--- config.mk ---
export PLATFORM = sky130hd
export DESIGN_NAME = operand_fetch_stage
export DESIGN_NICKNAME = d
export VERILOG_FILES = /design/src/rtl/operand_fetch_stage_pkg.sv /design/src/rtl/operand_fetch_stage_regfile.sv /design/src/rtl/operand_fetch_stage.sv
export SDC_FILE = /design/constraint.sdc
export NUM_CORES = 1
export LEC_CHECK = 0
export ABC_CLOCK_PERIOD_IN_PS = 2900
export BUFFER_PORTS_ARGS = -buffer_cell sky130_fd_sc_hd__buf_2
export CORE_MARGIN = 4
export CORE_UTILIZATION = 62
export CTS_BUF_LIST = sky130_fd_sc_hd__clkbuf_4
export DETAILED_ROUTE_END_ITERATION = 8
export GPL_ROUTABILITY_DRIVEN = 0
export PLACE_DENSITY = 0.83
export SETUP_SLACK_MARGIN = 0.5
export SYNTH_ARGS = -nofsm -noshare
export SYNTH_HDL_FRONTEND = slang
export SYNTH_SLANG_ARGS = --single-unit
--- constraint.sdc ---
create_clock -name clk -period 2.9 [get_ports clk]
set_clock_uncertainty 0.05 [all_clocks]
set_input_delay 0.145 -clock clk [delete_from_list [all_inputs] [get_ports clk]]
set_output_delay 0.145 -clock clk [all_outputs]
set_load 0.005 [all_outputs]
--- src/rtl/operand_fetch_stage_pkg.sv ---
// Shared definitions for the operand fetch stage.
//   state_t     : fetch FSM states (IDLE, READ_A, READ_B, HOLD)
//   SH_*        : shift codes carried alongside the operands
//   REG_IDX_W   : register index width (8 registers)
package operand_fetch_stage_pkg;

  localparam int unsigned REG_IDX_W = 3;
  localparam int unsigned NUM_REGS  = 8;

  typedef enum logic [1:0] {
    IDLE   = 2'b00,
    READ_A = 2'b01,
    READ_B = 2'b10,
    HOLD   = 2'b11
  } state_t;

  localparam logic [1:0] SH_NONE = 2'b00;
  localparam logic [1:0] SH_LSL  = 2'b01;
  localparam logic [1:0] SH_LSR  = 2'b10;
  localparam logic [1:0] SH_ASR  = 2'b11;

endpackage

--- src/rtl/operand_fetch_stage_regfile.sv ---
// 8 x k register file.
//   clk, rst_n          : clock, async active-low clear of all entries
//   wr_en/wr_num/wr_data: synchronous write port
//   rd_num/rd_data      : combinational read port; a same-cycle write to the
//                         same index is forwarded (write-first)
module regfile_8xk
  import operand_fetch_stage_pkg::*;
#(
  parameter int unsigned k = 16
) (
  input  logic                 clk,
  input  logic                 rst_n,
  input  logic                 wr_en,
  input  logic [REG_IDX_W-1:0] wr_num,
  input  logic [k-1:0]         wr_data,
  input  logic [REG_IDX_W-1:0] rd_num,
  output logic [k-1:0]         rd_data
);

  logic [k-1:0] mem [NUM_REGS];

  always_ff @(posedge clk or negedge rst_n) begin
    if (!rst_n) begin
      for (int unsigned i = 0; i < NUM_REGS; i++) begin
        mem[i] <= '0;
      end
    end else if (wr_en) begin
      mem[wr_num] <= wr_data;
    end
  end

  always_comb begin
    rd_data = mem[rd_num];
    if (wr_en && (wr_num == rd_num)) begin
      rd_data = wr_data;
    end
  end

endmodule

--- src/rtl/operand_fetch_stage.sv ---
// Operand fetch stage: reads Rn into A and Rm into B on consecutive cycles
// after each accepted request, then holds {A, B, shift code} for the
// shifter/ALU stage until op_ready.
//   clk, rst_n                 : clock, async active-low reset
//   wr_en, wr_num, wr_data     : writeback port, independent of the read sequence
//   req_valid, req_ready       : request handshake (ready only in IDLE)
//   rn, rm, shift_in           : request fields, latched on accept
//   op_valid, op_ready         : operand handshake (valid only in HOLD)
//   a_out, b_out, shift_out    : operand snapshots and latched shift code
module operand_fetch_stage
  import operand_fetch_stage_pkg::*;
#(
  parameter int unsigned k = 16
) (
  input  logic                 clk,
  input  logic                 rst_n,
  input  logic                 wr_en,
  input  logic [REG_IDX_W-1:0] wr_num,
  input  logic [k-1:0]         wr_data,
  input  logic                 req_valid,
  output logic                 req_ready,
  input  logic [REG_IDX_W-1:0] rn,
  input  logic [REG_IDX_W-1:0] rm,
  input  logic [1:0]           shift_in,
  output logic                 op_valid,
  input  logic                 op_ready,
  output logic [k-1:0]         a_out,
  output logic [k-1:0]         b_out,
  output logic [1:0]           shift_out
);

  state_t               state;
  logic [REG_IDX_W-1:0] rn_q;
  logic [REG_IDX_W-1:0] rm_q;
  logic [REG_IDX_W-1:0] rd_num;
  logic [k-1:0]         rd_data;

  // One read port suffices: A and B are fetched in different cycles.
  assign rd_num    = (state == READ_A) ? rn_q : rm_q;
  assign req_ready = (state == IDLE);

  regfile_8xk #(.k(k)) u_regfile (
    .clk     (clk),
    .rst_n   (rst_n),
    .wr_en   (wr_en),
    .wr_num  (wr_num),
    .wr_data (wr_data),
    .rd_num  (rd_num),
    .rd_data (rd_data)
  );

  always_ff @(posedge clk or negedge rst_n) begin
    if (!rst_n) begin
      state     <= IDLE;
      rn_q      <= '0;
      rm_q      <= '0;
      shift_out <= SH_NONE;
      a_out     <= '0;
      b_out     <= '0;
      op_valid  <= 1'b0;
    end else begin
      case (state)
        IDLE: begin
          if (req_valid) begin
            rn_q      <= rn;
            rm_q      <= rm;
            shift_out <= shift_in;
            state     <= READ_A;
          end
        end
        READ_A: begin
          a_out <= rd_data;
          state <= READ_B;
        end
        READ_B: begin
          b_out    <= rd_data;
          op_valid <= 1'b1;
          state    <= HOLD;
        end
        HOLD: begin
          if (op_ready) begin
            op_valid <= 1'b0;
            state    <= IDLE;
          end
        end
        default: state <= IDLE;
      endcase
    end
  end

endmodule

==> Yosys cells after proc, flatten, opt, wreduce, memory -nomap -nowiden <==
Cells that the tools add are included.
W data, S select, Z words.
{ "word_totals": {"in_bits": 32, "ff_bits": 171, "elab_cells": 46, "output_inout_bits": 36} }
{ "classes": {"mux": 13, "reduce_logical": 7, "n_bitwise": 2, "eq_ne": 6, "magnitude_cmp": 3} }
{ "op_table": {"columns": ["cell", "count"], "rows": [
  ["$bwmux W128", 1],
  ["$mux W16", 4],
  ["$bmux W16 S3", 1],
  ["$demux W16 S3", 1],
  ["$ge A4 B4 Y1 const B", 2],
  ["$not A3 Y4", 2],
  ["$pmux W2 S4", 1],
  ["$reduce_and A2 Y1", 3],
  ["$eq A2 B2 Y1 const B", 2],
  ["$lt A4 B1 Y1 const B", 1],
  ["$mux W2", 2],
  ["$ne A2 B2 Y1 const B", 2],
  ["$eq A3 B3 Y1", 1],
  ["$mux W3", 1],
  ["$eq A2 B1 Y1 const B", 1],
  ["$logic_and A1 B1 Y1", 2],
  ["$logic_not A2 Y1", 1],
  ["$pmux W1 S2", 1],
  ["$reduce_bool A2 Y1", 1],
  ["$mux W1", 1]
]} }

==> Logic depth before layout (Yosys ltp) <==
{ "depth": {"word_depth": 7, "ltp_mapped": 10, "depth_no_buf": 7} }

==> By module <==
Synthesis repeated with hierarchy kept, for this count alone.
{ "unflattened": {"hier_cells": 462, "area_unflattened_um2": 7930.1} }
{ "modules_own_cells": {"columns": ["module", "area_per_inst_um2", "instances", "seq_area_each_um2", "cells_per_inst"], "rows": [
  ["regfile_8xk", 6167.2, 1, 3203.1, 357],
  ["operand_fetch_stage", 1762.9, 1, 1076.0, 105]
]} }

==> Least setup slack after synthesis <==
No wires, ideal clock.
{ "synth_timing": {"path_type": "register to register", "from": "register state[1]", "to": "register a_out[1]", "setup_ps": 145, "path_stages_with_launch": 11, "slack_ps": 495, "t_required_ps": 2705, "n_path_buf": 3, "arrival_ps": 2210, "period_less_slack_ps": 2405, "cell_sequence": "dfrtp_1 inv_1 ha_1 buf_2 mux2i_1 xnor2_1 or4b_1 buf_2 buf_6 o22ai_2 a31oi_1"} }
{ "synth_via": {"elab_chain_cells": 7, "word_cells_on_any_way": 9, "classes_between": "2 x eq/ne; 5 x mux; 1 x bitwise; 1 x reduce/logical"} }
{ "synth_rtl": {"columns": ["element", "line", "text"], "rows": [
  ["start, declared", "operand_fetch_stage.sv:32", "state_t state;"],
  ["start signal, assigned", "operand_fetch_stage.sv:54", "state <= IDLE;"],
  ["start signal, assigned", "operand_fetch_stage.sv:68", "state <= READ_A;"],
  ["start signal, assigned", "operand_fetch_stage.sv:73", "state <= READ_B;"],
  ["$eq A2 B1 Y1 (*)", "operand_fetch_stage.sv:39, operand_fetch_stage.sv:62", null],
  ["$mux W3", "operand_fetch_stage.sv:39", "assign rd_num = (state == READ_A) ? rn_q : rm_q;"],
  ["$not A3 Y4 (implied by the code)", "operand_fetch_stage_regfile.sv:33", "rd_data = mem[rd_num];"],
  ["$bmux W16 S3", "operand_fetch_stage_regfile.sv:33", null],
  ["$mux W16 (implied by the code) (2 in a row)", "operand_fetch_stage_regfile.sv:33", null],
  ["$mux W16", "operand_fetch_stage_regfile.sv:34", "if (wr_en && (wr_num == rd_num)) begin"],
  ["end signal, assigned", "operand_fetch_stage.sv:72", "a_out <= rd_data;"],
  ["end, declared", "operand_fetch_stage.sv:27", "output logic [k-1:0] a_out,"]
]} }
Mark *: on every way between the ends. The rest lies on a longest branch, timed or not. The select of a mux whose other input is x is not followed.
A chain may end at the register's enable or synchronous reset.

==> Worst setup path after layout <==
{ "layout_timing": {"from": "register state[1]", "to": "register a_out[15]"} }
The elaborated chain is that of the path after synthesis.

==> results.md <==
- WP data arrival: 2780 ps
- Net Sw Frac: 43.8%
- RSZ-0062 raised after global routing: false
- Initial DRC count: 1101
- Vias in the first global route: 7405
- Number of synthesized register bits: 171
- H-Tree Depth: 4
- Hpwl dp: 15.0 mm
- ANT nets after route: 0
- Crit Path Class: flip-flop to flip-flop
- Fin crit share: 82.8%
- Hold/Removal Path Class: input pin to asynchronous set/reset pin
- Clock Latency Late Sink: 560 ps
- Endpoints failing hold: 0
- Startpoint Class: flip-flop
- Die ar.: 16500 um2
- Final Worst Setup Slack: 498 ps
- Crit Reg-Reg Endpoint: a_out[15]$_DFFE_PN0P_
- Clock Path Buffers: 2
- PwrDens: 1080 nW/um2
- Sequential Power Share: 33.2%
- Slew Limit Fails: 0
- P_sw: 0.00485 W
- Clock power frac: 13.1%
- Largest net degree at the start of global routing: 83
- Initial antenna violation count: 1
- Pre-CTS WS: 248 ps
- Required @ worst endpoint: 3280 ps
- Ports: 68
- First-pass GRT wire length: 38.7 mm
- Final setup viols: 0
- Sum Neg Setup Slack: 0 ps
- Crit Path Max Fanout: 8
- Peak Freq: 416 MHz
- Area growth, synth to finish: 13.8%
- Worst Hold Margin: 92.2 ps
- Ys Warns: 0
- Slew headroom: 49.3%
- Type of destination of the critical path: flip-flop
- Initial Util: 64.1%
- Reg2Reg Launch Point: state[1]$_DFFE_PN0P_
- GRT Residual Overflow: 0
- Routed WL: 25.4 mm
- Placed Cells: 1044
- Fin nets: 953
- LEAKAGE: 4.27 nW
- Syn_nets: 882
- Netlist cell types: 32
- Post-Syn Instances: 845
- Root Driver: clkbuf_4
- Clk sinks: 171
- CTS Buf Count: 17
- Site Rows: 43
- First-pass DRT Iterations: 7
- Period minus WS final: 2400 ps
- CTS tree: yes
- Tot GR Track Use: 30.3%
- DRC Markers: 0
- R2R cell count: 8
- Via count: 7423
- Comb power frac: 53.7%
- Worst R2R Setup Slack: 500 ps
- Share of cells above drive strength 1: 34.3%
- Die Ht: 129 um
- Routed len/inst: 22.8 um
- Seq/Total Area, Yosys: 47.5%
- Actual slew at the worst max-slew pin: 760 ps
- Core region area: 14000 um2
- Int Pwr: 0.00623 W
- Die Wd: 129 um
- Port bufs: 67
- Worst VDD drop: 594 uV
- Post-synthesis cell area: 9000 um2
- Outcome: finished, final reports clean
- Vias per cell: 6.69
- Overall Power: 0.0111 W
- Clock transition at the registers of the reported paths: 130 ps
- Maxcap violations: 0
- Final cell count without fillers: 1110
- Syn_area_per_cell: 10.7 um2
-- area by class of cell --
class                      count  area, um2
multi-input combinational    589       4440
clock inverter                 9        121
antenna                        1       2.50
timing repair buffer         132        986
tap                          180        225
sequential                   171       4280
fill                         925       3800
inverter                       5       18.8
clock buffer                  23        173
-- Yosys cell counts --
master    number  area share [%]
nor4b_4        1            0.26
clkbuf_1      52             2.2
o22ai_1        5            0.35
a221oi_1       2            0.19
a31oi_1       32             2.2
o21ai_0       32             1.8
inv_1          5            0.21
a22o_1         2            0.19
a22oi_1       30             2.5
dfrtp_1      171              48
o22ai_2       28             3.9
nor3_1         3            0.17
or4b_1         1            0.11
and2_1         1           0.070
nor3b_2        2            0.28
mux2i_2        2            0.31
nand4b_1       3            0.29
nor2_1        92             3.8
nand4_1        1           0.070
buf_2          5            0.28
nor2b_1        3            0.21
ha_1           5            0.69
a21oi_1       48             2.7
o221ai_1      30             2.9
mux2_2       139              17
nand2b_1      96             6.7
mux2i_1        1            0.11
xnor2_1        3            0.29
buf_1         20            0.83
nand2_1       25             1.0
o21ai_1        2            0.11
buf_6          3            0.38
-- stage by stage --
step	utilization (%)	area (um2)
5_1_grt	73.0	10200
4_1_cts	72.2	10100
2_1_floorplan	-	9010
3_3_place_gp	68.0	9550
3_5_place_dp	68.0	9550
6_report	73.0	10200
-- worst max-delay path by stage --
stage / start / end / slack, ps / depth (start not counted)
6_report: state[1]$_DFFE_PN0P_ / a_out[15]$_DFFE_PN0P_ / 500 / 8
5_1_grt: state[1]$_DFFE_PN0P_ / a_out[5]$_DFFE_PN0P_ / 440 / 8
4_1_cts: state[1]$_DFFE_PN0P_ / b_out[15]$_DFFE_PN0P_ / 520 / 8
2_1_floorplan: state[1]$_DFFE_PN0P_ / a_out[1]$_DFFE_PN0P_ / 530 / 9
3_5_place_dp: state[1]$_DFFE_PN0P_ / b_out[15]$_DFFE_PN0P_ / 250 / 8
3_3_place_gp: state[1]$_DFFE_PN0P_ / b_out[15]$_DFFE_PN0P_ / 390 / 8
-- per-layer routing --
metal / GRT usage (%) / up-vias / part of all wire (%)
met4: 13.3 / 0 / 3.1
met3: 8.14 / 71 / 11
met5: 0 / - / 0
li1: - / 3172 / -
met2: 47.5 / 483 / 47
met1: 39.8 / 3697 / 39
-- critical path, cell delays in order, from the launching register on --
cell,delay (ps)
dfrtp_1,420
inv_2,90
ha_4,210
mux2i_2,270
xnor2_1,160
or4b_4,640
clkbuf_16,230
o22ai_1,140
a31oi_1,60
-- placed cells by master, fill, tap and decap left out, drive strengths merged --
| master | count |
|---|---|
| nor2b | 3 |
| nor2 | 92 |
| a22oi | 30 |
| mux2 | 139 |
| a221oi | 2 |
| dfrtp | 171 |
| nor3b | 2 |
| nand4 | 1 |
| ha | 5 |
| o221ai | 30 |
| a22o | 2 |
| nor3 | 3 |
| nand2 | 25 |
| buf | 103 |
| mux2i | 3 |
| o21ai | 34 |
| dlygate4sd3 | 27 |
| a31oi | 32 |
| or4b | 1 |
| xnor2 | 3 |
| diode | 1 |
| nand2b | 96 |
| bufinv | 3 |
| and2 | 1 |
| clkbuf | 25 |
| nor4b | 1 |
| clkinv | 5 |
| o22ai | 33 |
| a21oi | 48 |
| inv | 5 |
| nand4b | 3 |
| clkinvlp | 1 |
-- power by group through the flow --
stage	Sequential [W]	Combinational (W)	Clock, W
floorplan	0.00353	0.00396	0
global placement	0.00362	0.00532	0
detailed placement	0.00368	0.00558	0
CTS	0.00364	0.00568	0.00145
global route	0.00374	0.00640	0.00155
finish	0.00368	0.00595	0.00145
-- registers in the layout, summed over array words and instances, names as in the netlist --
register,cells
b_out,16
u_regfile.mem,128
shift_out,2
op_valid,1
rn_q,3
a_out,16
rm_q,3
state,2
-- timing repair --
action / 4_1_cts / 5_1_grt
endpoints found under the setup margin: 32 / 31
buffers inserted: 1 / 2
pin swaps: 0 / 1
hold buffers: 27 / 0
gates cloned: 0 / 3
hold endpoints to repair: 238 / 0
gates resized for setup: 5 / 4
-- logic make-up (layout without fill, tap and decap cells) --
group                      count (synthesis)  after routing  share of synthesized area, %
and+or+nand+nor                          228            228                          13.0
AOI/OAI and AO/OA                        211            211                          16.8
DFF                                      171            171                          47.5
muxes                                    142            142                          17.8
buffers and inverters                     85            169                          3.86
adders and majority gates                  5              5                         0.695
xor gates and xnor gates                   3              3                         0.292
other                                      0              1                             0
Note: power is estimated with default switching activity, not from simulation.
